===== config.mk =====
export PLATFORM = sky130hd
export DESIGN_NAME = regfile_wb_arbiter
export DESIGN_NICKNAME = d
export VERILOG_FILES = /design/src/rtl/regfile_wb_arbiter.sv
export SDC_FILE = /design/constraint.sdc
export NUM_CORES = 1
export LEC_CHECK = 0
export ABC_AREA = 1
export BUFFER_PORTS_ARGS = -buffer_cell sky130_fd_sc_hd__buf_2
export CORE_ASPECT_RATIO = 0.8
export CORE_MARGIN = 1
export CORE_UTILIZATION = 54
export CTS_CLUSTER_DIAMETER = 120
export DETAILED_ROUTE_END_ITERATION = 6
export MAX_ROUTING_LAYER = met4
export PLACE_DENSITY = 0.81
export SLEW_MARGIN = 20
export SYNTH_ARGS = -nofsm -noshare
export SYNTH_HDL_FRONTEND = slang
export SYNTH_SLANG_ARGS = --single-unit

===== constraint.sdc =====
create_clock -name clk -period 4.99 [get_ports clk]
set_input_delay 0.998 -clock clk [delete_from_list [all_inputs] [get_ports clk]]
set_output_delay 0.998 -clock clk [all_outputs]
set_load 0.005 [all_outputs]

===== src/rtl/regfile_wb_arbiter.sv =====
// Arbitrates the register-file write port between the ALU writeback stage and a
// FIFO of long-latency results, and tracks in-flight long-latency destinations.
module regfile_wb_arbiter #(
  parameter int unsigned DEPTH = 2
) (
  input  logic        clk,
  input  logic        rst,
  input  logic        alu_we,
  input  logic [4:0]  alu_waddr,
  input  logic [31:0] alu_wdata,
  output logic        alu_stall,
  input  logic        lu_valid,
  input  logic [4:0]  lu_waddr,
  input  logic [31:0] lu_wdata,
  output logic        lu_ready,
  input  logic        lu_issue,
  input  logic [4:0]  lu_issue_addr,
  input  logic [4:0]  qaddr1,
  input  logic [4:0]  qaddr2,
  input  logic [4:0]  qaddr_d,
  output logic        hazard1,
  output logic        hazard2,
  output logic        hazard_d,
  output logic        rf_we,
  output logic [4:0]  rf_waddr,
  output logic [31:0] rf_wdata
);

  localparam int unsigned AW = $clog2(DEPTH);
  localparam int unsigned CW = AW + 1;

  logic [4:0]    addr_mem [DEPTH];
  logic [31:0]   data_mem [DEPTH];
  logic [AW-1:0] wr_ptr_q, wr_ptr_d;
  logic [AW-1:0] rd_ptr_q, rd_ptr_d;
  logic [CW-1:0] count_q, count_d;
  logic [31:0]   pend_q, pend_d;

  logic full, empty, alu_req, pop, push_store;
  logic [4:0]  head_addr;
  logic [31:0] head_data;

  assign full       = (count_q == CW'(DEPTH));
  assign empty      = (count_q == '0);
  assign alu_req    = alu_we && (alu_waddr != 5'd0);
  assign head_addr  = addr_mem[rd_ptr_q];
  assign head_data  = data_mem[rd_ptr_q];
  // A full FIFO outranks the ALU so a stalled pipeline always drains.
  assign pop        = full || (!alu_req && !empty);
  assign push_store = lu_valid && !full && (lu_waddr != 5'd0);

  assign lu_ready  = !full;
  assign alu_stall = full;
  assign hazard1   = pend_q[qaddr1];
  assign hazard2   = pend_q[qaddr2];
  assign hazard_d  = pend_q[qaddr_d];

  always_comb begin
    rf_we    = 1'b0;
    rf_waddr = 5'd0;
    rf_wdata = 32'd0;
    if (pop) begin
      rf_we    = 1'b1;
      rf_waddr = head_addr;
      rf_wdata = head_data;
    end else if (alu_req) begin
      rf_we    = 1'b1;
      rf_waddr = alu_waddr;
      rf_wdata = alu_wdata;
    end
  end

  always_comb begin
    wr_ptr_d = wr_ptr_q;
    rd_ptr_d = rd_ptr_q;
    count_d  = count_q + CW'(push_store) - CW'(pop);
    pend_d   = pend_q;
    if (push_store) wr_ptr_d = wr_ptr_q + AW'(1);
    if (pop) begin
      rd_ptr_d = rd_ptr_q + AW'(1);
      pend_d[head_addr] = 1'b0;
    end
    // Issue is applied after the pop clear so a same-cycle set wins.
    if (lu_issue) pend_d[lu_issue_addr] = 1'b1;
    pend_d[0] = 1'b0;
  end

  always_ff @(posedge clk) begin
    if (rst) begin
      wr_ptr_q <= '0;
      rd_ptr_q <= '0;
      count_q  <= '0;
      pend_q   <= '0;
    end else begin
      wr_ptr_q <= wr_ptr_d;
      rd_ptr_q <= rd_ptr_d;
      count_q  <= count_d;
      pend_q   <= pend_d;
    end
  end

  always_ff @(posedge clk) begin
    if (!rst && push_store) begin
      addr_mem[wr_ptr_q] <= lu_waddr;
      data_mem[wr_ptr_q] <= lu_wdata;
    end
  end

endmodule


== After elaboration in Yosys (flattened, before gate mapping) ==
Memory sizes are Yosys's and may differ from the RTL's. A register that Yosys moved wholly into a read port is not among the register bits.
Cells that the tools add are included.
Widths: inputs -> output; s select.

* Register bits after elaboration: 36
* Latch bits: 0
* Bits in writable memories: 74
* Memory bits (read-only): 0
* Input port bits: 99
* Output and inout bits: 43
* Word-level logic and storage cells: 61
* Memories: 2

* Add/sub/neg operators: 4
* Multipliers: 0
* Div/mod/pow operators: 0
* $lt $le $gt $ge: 7
* Eq/ne operators: 1
* Shift-type cells: 0
* Mux-type cells: 24
* Bitwise operators: 3
* Reductions and logical operators: 15

{| class="wikitable"
|+ Memories
! name !! words !! width !! read ports !! clocked after memory_dff !! wr ports !! line !! source
|-
| data_mem || 2 || 32 || 1 || 1 || 1 || 33 || <nowiki>logic [31:0] data_mem [DEPTH];</nowiki>
|-
| addr_mem || 2 || 5 || 1 || 1 || 1 || 32 || <nowiki>logic [4:0] addr_mem [DEPTH];</nowiki>
|}

{| class="wikitable"
|+ Operators by type and width
! operator !! count
|-
| $mux 32 || 4
|-
| $and 32x32->32 || 1
|-
| $not 32->32 || 1
|-
| $or 32x32->32 || 1
|-
| $lt 5x6->1 const B || 5
|-
| $bmux 1 s5 || 3
|-
| $mux 1 || 13
|-
| $demux 1 s5 || 2
|-
| $ge 5x1->1 const B || 2
|-
| $mux 5 || 2
|-
| $reduce_bool 5->1 || 2
|-
| $logic_and 1x1->1 || 7
|-
| $logic_not 1->1 || 4
|-
| $add 1x1->1 const B || 2
|-
| $add 2x1->2 || 1
|-
| $eq 2x2->1 const B || 1
|-
| $logic_not 2->1 || 1
|-
| $sub 2x1->2 || 1
|-
| $logic_or 1x1->1 || 1
|}

== Longest topological paths before layout ==
* Depth after elaboration: 9
* Mapped depth: 12
* Depth with buffers taken out: 11

== Least setup slack after synthesis ==
Ideal clock, no wire load.

* Path kind: input port to flip-flop
* From: input rst
* To: memory addr_mem[1][0], enable pin
* Library setup time: 477 ps
* Arrival: 3801 ps
* Data required time: 4513 ps
* Setup slack: 712 ps
* Stages on the path: 2
* Path buffers: 1
* Path through: clkbuf_1 nor3_1

* Cells in the longest elaborated chain, start to end: 4

{| class="wikitable"
|+ Ends and longest elaborated chain
! element !! line !! source
|-
| from (decl) || 7 || <nowiki>input logic rst,</nowiki>
|-
| $logic_not 1->1 || 103 || <nowiki>if (!rst && push_store) begin</nowiki>
|-
| $logic_and 1x1->1 || 103 ||
|-
| $mux 1 || 103 ||
|-
| $mux 1 (implied by the code) || 104 || <nowiki>addr_mem[wr_ptr_q] <= lu_waddr;</nowiki>
|-
| to (decl) || 32 ||
|}

No other way between the ends.

== Worst setup path in the final report ==
* From: input alu_waddr[0]
* To: output rf_waddr[4]

* Cells in the longest elaborated chain, start to end: 6
* Elaborated cells between the ends (all ways): 7
* Classes of those cells: 2 x mux; 5 x reduce/logical

{| class="wikitable"
|+ Ends and longest elaborated chain
! element !! line !! source
|-
| from (decl) || 9 || <nowiki>input logic [4:0] alu_waddr,</nowiki>
|-
| $reduce_bool 5->1 (*) || 45 || <nowiki>assign alu_req = alu_we && (alu_waddr != 5'd0);</nowiki>
|-
| $logic_and 1x1->1 (*) || 45 ||
|-
| $logic_not 1->1 || 49 || <nowiki>assign pop = full || (!alu_req && !empty);</nowiki>
|-
| $logic_and 1x1->1 || 49 ||
|-
| $logic_or 1x1->1 || 49 ||
|-
| $mux 5 (*) || 62 || <nowiki>if (pop) begin</nowiki>
|-
| to (decl) || 25 || <nowiki>output logic [4:0] rf_waddr,</nowiki>
|}

Mark *: on every way between the ends. The rest lies on a longest branch, timed or not.

==> impl_metrics.csv <==
group,metric,value,unit
outcome,outcome,"complete, no violations",
worst_setup_path,worstSetupPathDepth,10,
cells_and_area,layout-drive-gt1-share,0.2591,
yosys,synth_sequential_area_ratio,0.4887,
worst_setup_path,cp_max_fo,39,
worst_setup_path,worstPathBufferInverterCount,3,
floorplanning,i_o_pin_count,142,
cells_and_area,final_cell_count_no_fill,1020,
routing,antenna_left,0,
worst_setup_path,cpPeakStageDelay,0.37,ns
yosys,syn_nets,853,
clocking,cts_post_setup_buffers_inserted,0,
worst_setup_path,ff2ff_setup_slack,3.02,ns
place,dp_slack,1.267,ns
sta,finClkSkew,0.01015,ns
clocking,htree_num_levels,3,
floorplanning,floorplan.rows,34,
yosys,synth_top_area_cell,"sky130_fd_sc_hd__edfxtp_1",
yosys,mappedNetlistArea,0.006022,mm2
cells_and_area,sequential_cell_area,0.002943,mm2
yosys,synthFlopType,"sky130_fd_sc_hd__edfxtp_1",
place,numPortBuffers,141,
yosys,synthDistinctLibCells,33,
worst_setup_path,worst_setup_path_end_kind,"output port",
global_routing,grt_use_total,0.2762,
sta,fmax,0.2683,GHz
power,netSwitchingFraction,0.3427,
routing,initialDrtViolationCount,455,
routing,firstDrtPassIters,5,
power,seq_power_share,0.407,
global_routing,global_route_overflow,0,
worst_setup_path,path_class,"input pin to output port",
cells_and_area,multiInputGateArea,0.002584,mm2
yosys,netlist.area_leader.share,0.3690,
yosys,count_of_synthesis_stage_warnings_from_yosys,0,
place,gp_weighted_congestion,0.9395,
global_routing,grt_start_max_net_pins,45,
clocking,clockRootBuffer,"sky130_fd_sc_hd__clkbuf_16",
clocking,tritoncts_num_sinks,110,
yosys,synth_edf_count,74,
floorplanning,floorplan.initialDensity,0.5551,
sta,slew-limit-headroom,0.2566,
sta,hold_ws,0.4669,ns
worst_setup_path,worst_r2r_path_depth,4,
worst_setup_path,timing.critical_path.slowest_stage_cell,"sky130_fd_sc_hd__inv_2",
global_routing,first_global_vias,4891,
clocking,holdBufCountCts,0,
floorplanning,floorplan.die.width,120.1,um
power,leakage,2.902,nW
sta,tightestPinTransition,1.107,ns
sta,rsz0062_at_grt,"no",
worst_setup_path,cp_data_required_time,3.99,ns
power,worst_ir_drop_on_vdd,0.3383,mV
sta,timing.final.ws_setup,1.262,ns
worst_setup_path,path_cells,"buf_2 > nor2_1 > nand3_1 > nand2_1 > nand2_1 > nand2_4 > inv_2 > nand3_1 > o21ai_0 > buf_2",
global_routing,global_route_wire_length_before_repair,23830,um
place,place.detailed.hpwl,10330,um
yosys,asyncSetResetFlopFracSynth,0,
floorplanning,core_area,0.01085,mm2
floorplanning,die_ar,0.01158,mm2
yosys,cell_with_the_most_instances_after_synthesis,"sky130_fd_sc_hd__nand2_1",
worst_setup_path,critical_path.top_delay_family,"simple AND/OR/NAND/NOR gates",
yosys,synth_area_per_cell,8.008,um2
sta,final-setup-viol-count,0,
clocking,cts_resized,0,
clocking,clock_insertion_delay_worst_skew,0.35,ns
power,cellInternalPower,1.713,mW
sta,maxSlewViolCount,0,
hold_path,hold-path-cell-count,2,
sta,setup_tns,0,ns
sta,shortest_period_the_worst_path_allows,3.728,ns
power,switchingPower,0.8929,mW
global_routing,antenna_found_initial,0,
job,max_cap_viol_count,0,
worst_setup_path,worstPathArrival,2.73,ns
power,clock_power_share,0.261,
power,power.density,372.0,mW/mm2
clocking,clk_transition_reported_paths,0.07,ns
place,placedCellCount,1004,
cells_and_area,n_antenna_cell,0,
yosys,yosys-top-cells-count,"sky130_fd_sc_hd__nand2_1, sky130_fd_sc_hd__nand3_1, sky130_fd_sc_hd__edfxtp_1, sky130_fd_sc_hd__inv_1, sky130_fd_sc_hd__nor2_1",
clocking,cts_inserted_buffers,9,
clocking,tritoncts,"done",
sta,min_period_over_period,0.7470,
yosys,synthCells,752,
yosys,ys_ff_latch,110,
clocking,max-clock-path-buffers,2,
worst_setup_path,start_kind,"input pin",
routing,routed-via-count,5466,
sta,final_hold_viol_count,0,
power,p_total,2.605,mW
hold_path,timing.hold.worst.class,"flip-flop to flip-flop",
floorplanning,die_height,96.46,um
routing,drc,0,
cells_and_area,final_net_count,972,
routing,route.final.wire_length,14640,um
power,p_comb_frac,0.331,
yosys,synth_top_cells_by_area,"sky130_fd_sc_hd__edfxtp_1, sky130_fd_sc_hd__nand2_1, sky130_fd_sc_hd__dfxtp_1",
cells_and_area,fill_cells,955,
routing,per_cell_routed_wire_length,14.35,um
cells_and_area,flow.area_growth_from_synthesis,16.31,%
routing,vias_per_cell,5.359,
[layout by cell type (no fill, tap or decap)]
master / Yosys / routed
sky130_fd_sc_hd__o22ai_1: 27 / 27
sky130_fd_sc_hd__nor2_4: 0 / 1
sky130_fd_sc_hd__inv_2: 2 / 2
sky130_fd_sc_hd__nand2_4: 2 / 2
sky130_fd_sc_hd__inv_1: 74 / 74
sky130_fd_sc_hd__buf_4: 8 / 2
sky130_fd_sc_hd__xor2_1: 1 / 1
sky130_fd_sc_hd__nand3_2: 2 / 2
sky130_fd_sc_hd__buf_2: 9 / 141
sky130_fd_sc_hd__nor3_2: 3 / 4
sky130_fd_sc_hd__nand2_2: 5 / 5
sky130_fd_sc_hd__a21oi_1: 25 / 25
sky130_fd_sc_hd__clkbuf_1: 8 / 1
sky130_fd_sc_hd__nor2_1: 39 / 38
sky130_fd_sc_hd__edfxtp_1: 74 / 74
sky130_fd_sc_hd__nand3_1: 85 / 85
sky130_fd_sc_hd__nand4_1: 1 / 1
sky130_fd_sc_hd__o22ai_2: 9 / 9
sky130_fd_sc_hd__clkinvlp_4: 0 / 1
sky130_fd_sc_hd__clkbuf_16: 0 / 9
sky130_fd_sc_hd__a21oi_2: 7 / 7
sky130_fd_sc_hd__dfxtp_1: 36 / 36
sky130_fd_sc_hd__o21ai_2: 3 / 3
sky130_fd_sc_hd__ha_1: 2 / 2
sky130_fd_sc_hd__nor3_1: 11 / 10
sky130_fd_sc_hd__nor3b_1: 3 / 3
sky130_fd_sc_hd__o21ai_1: 18 / 18
sky130_fd_sc_hd__o21ai_4: 1 / 1
sky130_fd_sc_hd__or2_2: 32 / 32
sky130_fd_sc_hd__inv_4: 1 / 1
sky130_fd_sc_hd__o21ai_0: 19 / 19
sky130_fd_sc_hd__inv_8: 0 / 2
sky130_fd_sc_hd__inv_6: 0 / 3
sky130_fd_sc_hd__nand2_1: 235 / 235
[final cells by class]
type | count | share of cell area
Sequential cell | 110 | 0.4201
Multi-Input combinational cell | 530 | 0.3689
Timing Repair Buffer | 143 | 0.1029
Inverter | 77 | 0.04162
Clock buffer | 10 | 0.03269
Tap cell | 144 | 0.02572
Clock inverter | 6 | 0.008039
[flip-flops by register name, summed over array words and instances (netlist names), named ones only]
signal	count
addr_mem	10
count_q	2
data_mem	64
pend_q	31
rd_ptr_q	1
wr_ptr_q	1
[worst min-delay path: cells and delay by family, from the launching register on]
| kind | cells | cell delay [ns] |
|---|---|---|
| AND/OR/NAND/NOR | 1 | 0.06 |
| flip-flops | 1 | 0.31 |
| AO/OA/AOI/OAI | 1 | 0.05 |
[per-layer routing]
metal,GRT usage,wire length [um]
met1,0.3684,6549
met2,0.4330,6630
met3,0.04754,1167
met4,0.08854,292
met5,-,0
[path summary, 6_finish.rpt]
kind                         startpoint                  endpoint
hold / removal     pend_q[3]$_SDFF_PP0_      pend_q[3]$_SDFF_PP0_
hold reg to reg    pend_q[3]$_SDFF_PP0_      pend_q[3]$_SDFF_PP0_
setup / recovery           alu_waddr[0]               rf_waddr[4]
setup reg to reg  count_q[0]$_SDFF_PP0_  data_mem[0][1]$_DFFE_PP_
[through the flow]
step                      instance area [um2]  utilization
after CTS                                7004       0.6457
after floorplan                          6022            -
after detailed placement                 6719       0.6194
after global routing                     7004       0.6457
after global placement                   6719       0.6194
final                                    7004       0.6457
[cell families (layout without fill, tap and decap cells)]
logic type / count (synthesis) / in the layout / synth area share
flip-flops: 110 / 110 / 0.4887
AO/OA/AOI/OAI: 109 / 109 / 0.1155
adder cells (fa/ha/maj): 2 / 2 / 0.004155
AND/OR/NAND/NOR: 418 / 418 / 0.3058
buffers and inverters: 112 / 236 / 0.08436
XOR/XNOR: 1 / 1 / 0.001455
[power groups by stage]
stage / Clock [mW] / Combinational, mW / Sequential [mW]
after detailed placement: 0 / 0.860 / 1.08
after floorplan: 0 / 0.644 / 1.08
after CTS: 0.686 / 0.865 / 1.06
after global routing: 0.722 / 0.966 / 1.07
final: 0.681 / 0.863 / 1.06
after global placement: 0 / 0.842 / 1.08
Power figures use the tool's default switching activity.
